`config.mk`:
```
export PLATFORM = sky130hd
export DESIGN_NAME = bus_lane_sequencer
export DESIGN_NICKNAME = d
export VERILOG_FILES = /design/src/rtl/bus_pkg.sv /design/src/rtl/bus_lane_shift.sv /design/src/rtl/bus_lane_sequencer.sv
export SDC_FILE = /design/constraint.sdc
export NUM_CORES = 1
export LEC_CHECK = 0
export CAP_MARGIN = 20
export CORE_AREA = 2 2 162 164
export CTS_CLUSTER_SIZE = 8
export DETAILED_ROUTE_END_ITERATION = 16
export DIE_AREA = 0 0 164 166
export PLACE_DENSITY_LB_ADDON = 0.25
export REMOVE_ABC_BUFFERS = 1
export SLEW_MARGIN = 20
export SYNTH_ARGS = -nofsm -noshare
export SYNTH_HDL_FRONTEND = slang
export SYNTH_SLANG_ARGS = --single-unit
```
`constraint.sdc`:
```
create_clock -name sys_clk -period 5.55 [get_ports sys_clk]
set_clock_uncertainty 0.2 [all_clocks]
set_input_delay 1.3875 -clock sys_clk [delete_from_list [all_inputs] [get_ports sys_clk]]
set_output_delay 1.3875 -clock sys_clk [all_outputs]
set_load 0.01 [all_outputs]
```
`src/rtl/bus_pkg.sv`:
```
// Shared types and constants for the host-to-external bus lane sequencer.
// Memory port width codes give log2 of the port width in bytes.
package bus_pkg;

  localparam int unsigned BusDw = 64;

  localparam int unsigned Mws8  = 0;
  localparam int unsigned Mws16 = 1;
  localparam int unsigned Mws32 = 2;
  localparam int unsigned Mws64 = 3;

  typedef enum logic [2:0] {
    StIdle,
    StCheck,
    StBeat,
    StGap,
    StDone
  } state_e;

endpackage

```
`src/rtl/bus_lane_shift.sv`:
```
// Combinational byte-lane shifter.
// Shifts down to extract write beats, or up to place read beats.
module bus_lane_shift #(
  parameter int unsigned DW = 64,
  parameter int unsigned OW = 3
) (
  input  logic [DW-1:0] src,
  input  logic [OW-1:0] amt,
  input  logic          up,
  output logic [DW-1:0] res
);

  always_comb begin
    res = up ? (src << {amt, 3'b000}) : (src >> {amt, 3'b000});
  end

endmodule

```
`src/rtl/bus_lane_sequencer.sv`:
```
// Splits one aligned host transfer into narrow external beats.
// Steers write bytes onto low lanes and gathers read bytes back into natural lanes.
module bus_lane_sequencer
  import bus_pkg::*;
#(
  parameter int unsigned DW  = BusDw,
  parameter int unsigned OW  = 3,
  parameter int unsigned TMO = 255
) (
  input  logic            sys_clk,
  input  logic            resetl,
  input  logic            req,
  input  logic            rd,
  input  logic [OW-1:0]   off,
  input  logic [OW:0]     size,
  input  logic [OW:0]     mws,
  input  logic [DW-1:0]   wdata,
  output logic            busy,
  output logic            done,
  output logic            err,
  output logic [DW-1:0]   rdata,
  output logic            ext_cyc,
  output logic            ext_we,
  output logic [OW-1:0]   ext_ba,
  output logic [DW/8-1:0] ext_den,
  output logic [DW-1:0]   ext_wdata,
  input  logic [DW-1:0]   ext_rdata,
  input  logic            ext_ack
);

  localparam int unsigned BL = DW / 8;
  localparam int unsigned TW = (TMO > 1) ? $clog2(TMO + 1) : 1;

  state_e        state_q, state_d;
  logic          fail;
  logic          rd_q;
  logic [OW-1:0] off_q;
  logic [OW:0]   size_q, pb_q, k_q;
  logic [DW-1:0] wdata_q, rdata_q;
  logic [TW-1:0] tmo_q;
  logic          accept, ack_ok, last, misaligned, tmo_hit, in_beat;
  logic [BL-1:0] low_lanes;
  logic [DW-1:0] low_bits, merge_bits, wr_shifted, rd_placed, rd_masked;
  logic          busy_d, done_d, err_d, cyc_d, we_d;
  logic [OW-1:0] ba_d;
  logic [BL-1:0] den_d;
  logic [DW-1:0] wdat_d;

  assign accept     = (state_q == StIdle) && req;
  assign ack_ok     = (state_q == StBeat) && ext_cyc && ext_ack;
  assign misaligned = (off_q & OW'((1 << size_q) - 1)) != '0;
  assign last       = k_q == (OW + 1)'((1 << (size_q - pb_q)) - 1);
  assign tmo_hit    = (TMO != 0) && (tmo_q == TW'(TMO - 1));
  assign rd_masked  = ext_rdata & low_bits;
  assign merge_bits = low_bits << {ext_ba, 3'b000};
  assign rdata      = rdata_q;

  // Beat lanes 0..2^pb-1, as a lane mask and as a bit mask.
  always_comb begin
    low_lanes = BL'((1 << (1 << pb_q)) - 1);
    low_bits  = '0;
    for (int i = 0; i < BL; i++) begin
      low_bits[i*8 +: 8] = {8{low_lanes[i]}};
    end
  end

  bus_lane_shift #(.DW(DW), .OW(OW)) u_wr_shift (
    .src (wdata_q),
    .amt (ba_d),
    .up  (1'b0),
    .res (wr_shifted)
  );

  bus_lane_shift #(.DW(DW), .OW(OW)) u_rd_shift (
    .src (rd_masked),
    .amt (ext_ba),
    .up  (1'b1),
    .res (rd_placed)
  );

  always_ff @(posedge sys_clk or negedge resetl) begin
    if (!resetl) begin
      state_q <= StIdle;
    end else begin
      state_q <= state_d;
    end
  end

  always_comb begin
    state_d = state_q;
    fail    = 1'b0;
    unique case (state_q)
      StIdle:  if (req) state_d = StCheck;
      StCheck: begin
        state_d = misaligned ? StDone : StBeat;
        fail    = misaligned;
      end
      StBeat: begin
        if (ack_ok) begin
          state_d = last ? StDone : StGap;
        end else if (tmo_hit) begin
          state_d = StDone;
          fail    = 1'b1;
        end
      end
      StGap:   state_d = StBeat;
      StDone:  state_d = StIdle;
      default: state_d = StIdle;
    endcase
  end

  // Outputs are computed from the next state so every port comes straight off a flop.
  always_comb begin
    in_beat = state_d == StBeat;
    busy_d  = state_d != StIdle;
    done_d  = state_d == StDone;
    err_d   = fail;
    cyc_d   = in_beat;
    we_d    = in_beat && !rd_q;
    ba_d    = '0;
    den_d   = '0;
    wdat_d  = '0;
    if (in_beat) begin
      ba_d = off_q + OW'(k_q << pb_q);
      if (!rd_q) begin
        den_d  = low_lanes;
        wdat_d = wr_shifted & low_bits;
      end
    end
  end

  always_ff @(posedge sys_clk or negedge resetl) begin
    if (!resetl) begin
      busy      <= 1'b0;
      done      <= 1'b0;
      err       <= 1'b0;
      ext_cyc   <= 1'b0;
      ext_we    <= 1'b0;
      ext_ba    <= '0;
      ext_den   <= '0;
      ext_wdata <= '0;
    end else begin
      busy      <= busy_d;
      done      <= done_d;
      err       <= err_d;
      ext_cyc   <= cyc_d;
      ext_we    <= we_d;
      ext_ba    <= ba_d;
      ext_den   <= den_d;
      ext_wdata <= wdat_d;
    end
  end

  always_ff @(posedge sys_clk or negedge resetl) begin
    if (!resetl) begin
      rd_q    <= 1'b0;
      off_q   <= '0;
      size_q  <= '0;
      pb_q    <= '0;
      wdata_q <= '0;
      rdata_q <= '0;
      k_q     <= '0;
      tmo_q   <= '0;
    end else begin
      if (accept) begin
        rd_q    <= rd;
        off_q   <= off;
        size_q  <= size;
        pb_q    <= (size < mws) ? size : mws;
        wdata_q <= wdata;
        rdata_q <= '0;
        k_q     <= '0;
      end else if (ack_ok && !last) begin
        k_q <= k_q + (OW + 1)'(1);
      end
      if (ack_ok && rd_q) begin
        rdata_q <= (rdata_q & ~merge_bits) | (rd_placed & merge_bits);
      end
      // Counter restarts whenever a beat is (re)entered.
      if (state_q != StBeat) begin
        tmo_q <= '0;
      end else if (!ack_ok) begin
        tmo_q <= tmo_q + TW'(1);
      end
    end
  end

endmodule

```
Word-level counts from Yosys, hierarchy flattened
Index checks and enable logic that the tools add are counted.

Order comparisons: 1. Bitwise gates (word level): 7. Reductions and logical operators: 13. Shift operators: 8. Muxes and demuxes: 21. Add/sub/neg operators: 7. Equality and inequality tests: 9.

Operators by type and width (number): AND 64 bit (4); two-way mux 64 bit (4); left shift 64 x 6 -> 64 bit (2); NOT 64 bit (1); OR 64 bit (1); right shift 64 x 6 -> 64 bit (1); two-way mux 8 bit (4); left shift 1 x 32 -> 8 bit, first input constant (1); left shift 1 x 4 -> 32 bit, first input constant (1); two-way mux 3 bit (6); two-way mux 4 bit (3); case mux 3 bit (4 select lines) (1); equality test 3 x 2 -> 1 bit, second input constant (3); adder 8 x 1 -> 8 bit, second input constant (1); equality test 8 bit, second input constant (1); subtractor 8 x 2 -> 8 bit, second input constant (1); logical AND 1 bit (6); nonzero test 3 bit (2); adder 4 x 1 -> 4 bit, second input constant (1); equality test 4 bit (1); < comparator 4 bit (1); nonzero test 2 bit (2); left shift 1 x 4 -> 3 bit, first input constant (1); left shift 1 x 4 -> 4 bit, first input constant (1); 14 further kinds (16).

Bits of input ports: 144. Output and inout port bits: 144. Word-level logic and storage cells: 83. Register bits after elaboration: 235.

Logic depth before layout (Yosys ltp)
Depth after elaboration: 13. Gate-level depth with buffers: 18. Mapped depth without buffers: 17.

Cells and area by module
From an unflattened synthesis, not the netlist that was laid out.

Cells, all modules: 2126. Area total of the unflattened synthesis: 17221.5 sq um.

By module, submodules not included: bus_lane_sequencer (instances 1, cells an instance 1036, sequential area each 5880.6 sq um, area each 10119.7 sq um); bus_lane_shift (instances 2, cells an instance 545, sequential area each 0.0 sq um, area each 3550.9 sq um).

Worst setup path after synthesis
Ideal clock, no wire load.

Path type: flip-flop to flip-flop. Start: reg pb_q[1]. End: reg k_q[2]. Period minus slack after synthesis: 3.834 ns. Buffers on the path: 2. Setup time: 0.132 ns. Stages on the path, launching flop included: 17. Arrival time: 3.502 ns. Data required time: 5.218 ns. Path slack: 1.716 ns. Path through: dfrtp_1 -> buf_2 -> inv_1 -> fa_1 -> xor2_1 -> a211o_1 -> and2_1 -> or3_1 -> ha_1 -> xor2_1 -> o2111ai_1 -> a2111oi_0 -> a211o_1 -> clkbuf_1 -> nor2_1 -> xnor2_1 -> nor2_1.

Longest elaborated chain between the ends: 7.

RTL lines: start, declared (line bus_lane_sequencer.sv:38) `logic [OW:0] size_q, pb_q, k_q;`; start signal, assigned (line bus_lane_sequencer.sv:169) `pb_q <= (size < mws) ? size : mws;`; subtractor 4 bit (line bus_lane_sequencer.sv:52) `assign last = k_q == (OW + 1)'((1 << (size_q - pb_q)) - 1);`; left shift 1 x 4 -> 4 bit (line bus_lane_sequencer.sv:52); subtractor 4 x 2 -> 4 bit (line bus_lane_sequencer.sv:52); equality test 4 bit (line bus_lane_sequencer.sv:52); logical NOT 1 bit (line bus_lane_sequencer.sv:173) `end else if (ack_ok && !last) begin`; logical AND 1 bit (line bus_lane_sequencer.sv:173); nonzero test 2 bit (no source line); end signal, assigned (line bus_lane_sequencer.sv:174) `k_q <= k_q + (OW + 1)'(1);`; end, declared (line bus_lane_sequencer.sv:38).

No other way between the ends. A chain may end at the register's enable or synchronous reset.

Final worst setup path
Start: reg pb_q[2]. End: reg ext_wdata[17].

Longest elaborated chain between the ends: 13. Elaborated cells on any way between the ends: 18. Classes of those cells: add/sub: 4; eq/ne: 2; shift: 5; mux: 6; bitwise: 1.

RTL lines: subtractor 4 bit (line bus_lane_sequencer.sv:52); left shift 1 x 4 -> 4 bit (line bus_lane_sequencer.sv:52); subtractor 4 x 2 -> 4 bit (line bus_lane_sequencer.sv:52); equality test 4 bit (line bus_lane_sequencer.sv:52); two-way mux 3 bit (line bus_lane_sequencer.sv:100) `state_d = last ? StDone : StGap;`; two-way mux 3 bit (line bus_lane_sequencer.sv:99) `if (ack_ok) begin`; case mux 3 bit (4 select lines) (line bus_lane_sequencer.sv:92) `unique case (state_q)`; equality test 3 x 2 -> 1 bit (line bus_lane_sequencer.sv:114) `in_beat = state_d == StBeat;`; two-way mux 3 bit (line bus_lane_sequencer.sv:123) `if (in_beat) begin`; right shift 64 x 6 -> 64 bit (line bus_lane_shift.sv:14) `res = up ? (src << {amt, 3'b000}) : (src >> {amt, 3'b000});`; AND 64 bit (line bus_lane_sequencer.sv:127) `wdat_d = wr_shifted & low_bits;`; two-way mux 64 bit (line bus_lane_sequencer.sv:125) `if (!rd_q) begin`; two-way mux 64 bit * (line bus_lane_sequencer.sv:123); net wdat_d[17] (line bus_lane_sequencer.sv:47) `logic [DW-1:0] wdat_d;`; end signal, assigned (line bus_lane_sequencer.sv:150) `ext_wdata <= wdat_d;`; end, declared (line bus_lane_sequencer.sv:26) `output logic [DW-1:0] ext_wdata,`.

The timed path passes the listed nets; every way through them passes the cells marked *.

==> out/metrics.cfg <==
[placed_design]
port_buffers = 287
post-place-ws_ps = 695.3
dpl.hpwl_mm = 31.26
gp_congestion = 0.9620

[global_route]
grt_first_pass_wirelength_mm = 69.32
antenna_found_initial = 0
grt_use_total_pct = 33.05
grt_pass1_vias = 12070
grt_max_degree = 114
grt_overflow = 0

[cts]
post_cts_buffers = 0
cts_buffer_depth = 3
clk_latency_ps = 520
cts.clk_slew.worst_paths_ps = 50
cts_num_sinks = 235
post_cts_resized = 0
htree_num_levels = 2
cts_made_buffers = 35
cts_hold_buf = 0
cts_tree = yes
clockRootBuffer = clkbuf_16

[sta]
maxSlewViolCount = 0
layout_setup_ws_ps = 998.1
min_period_over_period_pct = 82.02
relSlewSlack_pct = 31.18
hold_violations = 0
rsz0062_at_grt = false
setup_viol = 0
setup_tns_ps = 0
tightest_slew_ps = 1027
fin_crit_ps = 4552
fmax_ghz = 0.2197

[pwr]
powerDensity_mw_per_mm2 = 500.4
total_power_w = 0.008405
peakVddDrop_uv = 236.0
p_leak_nw = 7.664

[logic_synthesis]
ys_async_sr_fraction_pct = 100.0
post-synth-top-count-cell = nand2_1
ys_types = 77
synth-edff-count = 0
seq_area_frac_synth_pct = 45.95
synthTopCellsByArea = dfrtp_1, nand2_1, mux2i_1
synth_warnings = 0
synth_top_area_cell = dfrtp_1
synth_top_area_share_pct = 45.95
syn_inst = 1427
synth_flop_cell = dfrtp_1
netlist_area_mm2 = 0.01280
synth_area_per_cell_um2 = 8.968
yosys-top-cells-count = nand2_1, dfrtp_1, o21ai_0
ys_ff_latch = 235

[critical_path]
crit_fanout = 37
crit_type = reg2reg
critPathArrivalTime_ps = 4770
crit_path_start = pb_q[2]$_DFFE_PN0P_
cp-end-kind = flip-flop
required_ps = 5770
worstReg2RegStart = pb_q[2]$_DFFE_PN0P_
crit_path_start_kind = flip-flop

[finish]
final_core_util_pct = 65.56
multiInputGateArea_mm2 = 0.006321
antenna_cells = 0
finalNetCount = 1835
regArea_mm2 = 0.005884
drive_gt1_share_pct = 6.250
areaGrowthSynthToFinish_pct = 31.24
nFillCells = 2098

[routing]
detail_route.first_pass.iterations = 6
via_count = 12240
drcViolationCount = 0
first_iter_violations = 1441
wirelength_mm = 45.22
via_per_inst = 6.072
wl_per_cell_um = 22.44
ant_nets = 0

[floorplanning]
die_h_um = 166
die_w_um = 164
dieArea_mm2 = 0.02722
start_util_pct = 49.96
boundaryPins = 288
rows = 59
core_mm2 = 0.02562

[run_status]
status = finished, final reports clean

[worst_hold_path]
worst_hold_path_type = reg2reg
min-delay-start = rdata[52]$_DFFE_PN0P_

[run]
cap_violations = 0

metrics by stage:
step           instances  cell area [um^2]  hold WS (ps)
2_1_floorplan       1326             12340         245.4
3_3_place_gp        1974             15840         270.5
3_5_place_dp        1974             15840         269.8
4_1_cts             2015             16790         280.6
5_1_grt             2015             16790         301.4
6_report            2015             16790         278.3
area by class of cell:
class	instances	share of cell area, %
multi-input combinational	1053	37.64
sequential	235	35.04
timing repair buffer	313	18.30
clock buffer	37	5.319
tap	335	2.496
inverter	38	0.8716
clock inverter	4	0.3427
worst max-delay path, cell delays in order, from the launching register on:
cell       delay (ps)
dfrtp_1           440
or2_2             360
nor2_1            290
and3_1            210
ha_1              170
fa_1              760
nand3_4           400
clkinv_2          540
nor2_1            840
o2bb2ai_1         210
layer usage:
| metal | wire length (um) | vias to the layer above | GRT usage, % |
|---|---|---|---|
| met5 | 0 | - | 0 |
| li1 | - | 5564 | - |
| met3 | 3986 | 134 | 6.469 |
| met1 | 18050 | 5857 | 43.71 |
| met4 | 2037 | 0 | 14.45 |
| met2 | 21150 | 680 | 52.87 |
sequential cells by signal, summed over array words and instances (netlist names), 3 cells and up:
register,cells
ext_ba,3
ext_den,8
ext_wdata,64
k_q,4
off_q,3
pb_q,4
rdata,64
size_q,4
state_q,3
tmo_q,8
wdata_q,64
path summary, 6_finish.rpt:
kind	cells past startpoint	end	slack (ps)
min in group asynchronous	1	rdata[8]$_DFFE_PN0P_	710
max in group asynchronous	2	ext_wdata[59]$_DFF_PN0_	3280
min reg2reg	2	rdata[52]$_DFFE_PN0P_	280
max reg2reg	9	ext_wdata[17]$_DFF_PN0_	1000
min	2	rdata[52]$_DFFE_PN0P_	280
max	9	ext_wdata[17]$_DFF_PN0_	1000
power breakdown:
group          switching [W]  internal, W
clock               0.000767      0.00114
combinational        0.00248      0.00143
sequential          0.000477      0.00211
total                0.00372      0.00469
cell usage in the layout (no fill, tap or decap), types with 26 or more instances in the layout:
| cell type | synthesis | layout |
|---|---|---|
| clkbuf_16 | 0 | 35 |
| a211oi_1 | 38 | 38 |
| mux2i_1 | 79 | 79 |
| buf_4 | 5 | 26 |
| inv_1 | 34 | 34 |
| nand2_1 | 332 | 332 |
| clkdlybuf4s50_1 | 0 | 286 |
| a21oi_1 | 68 | 68 |
| nor2_1 | 59 | 59 |
| dfrtp_1 | 235 | 232 |
| o21ai_0 | 100 | 100 |
| nand3_1 | 56 | 56 |
logic make-up (layout without fill, tap and decap cells):
family          count (synthesis)  in the layout  share of synthesized area [%]
compound gates                375            375                          19.62
flops                         235            235                          45.95
xor+xnor                       17             17                          1.163
buf+inv                       139            392                          4.703
other cells                     1              1                        0.02930
simple gates                  553            553                          19.62
mux                            92             92                          7.323
fa+ha+maj                      15             15                          1.584
(Power assumes the default switching activity.)
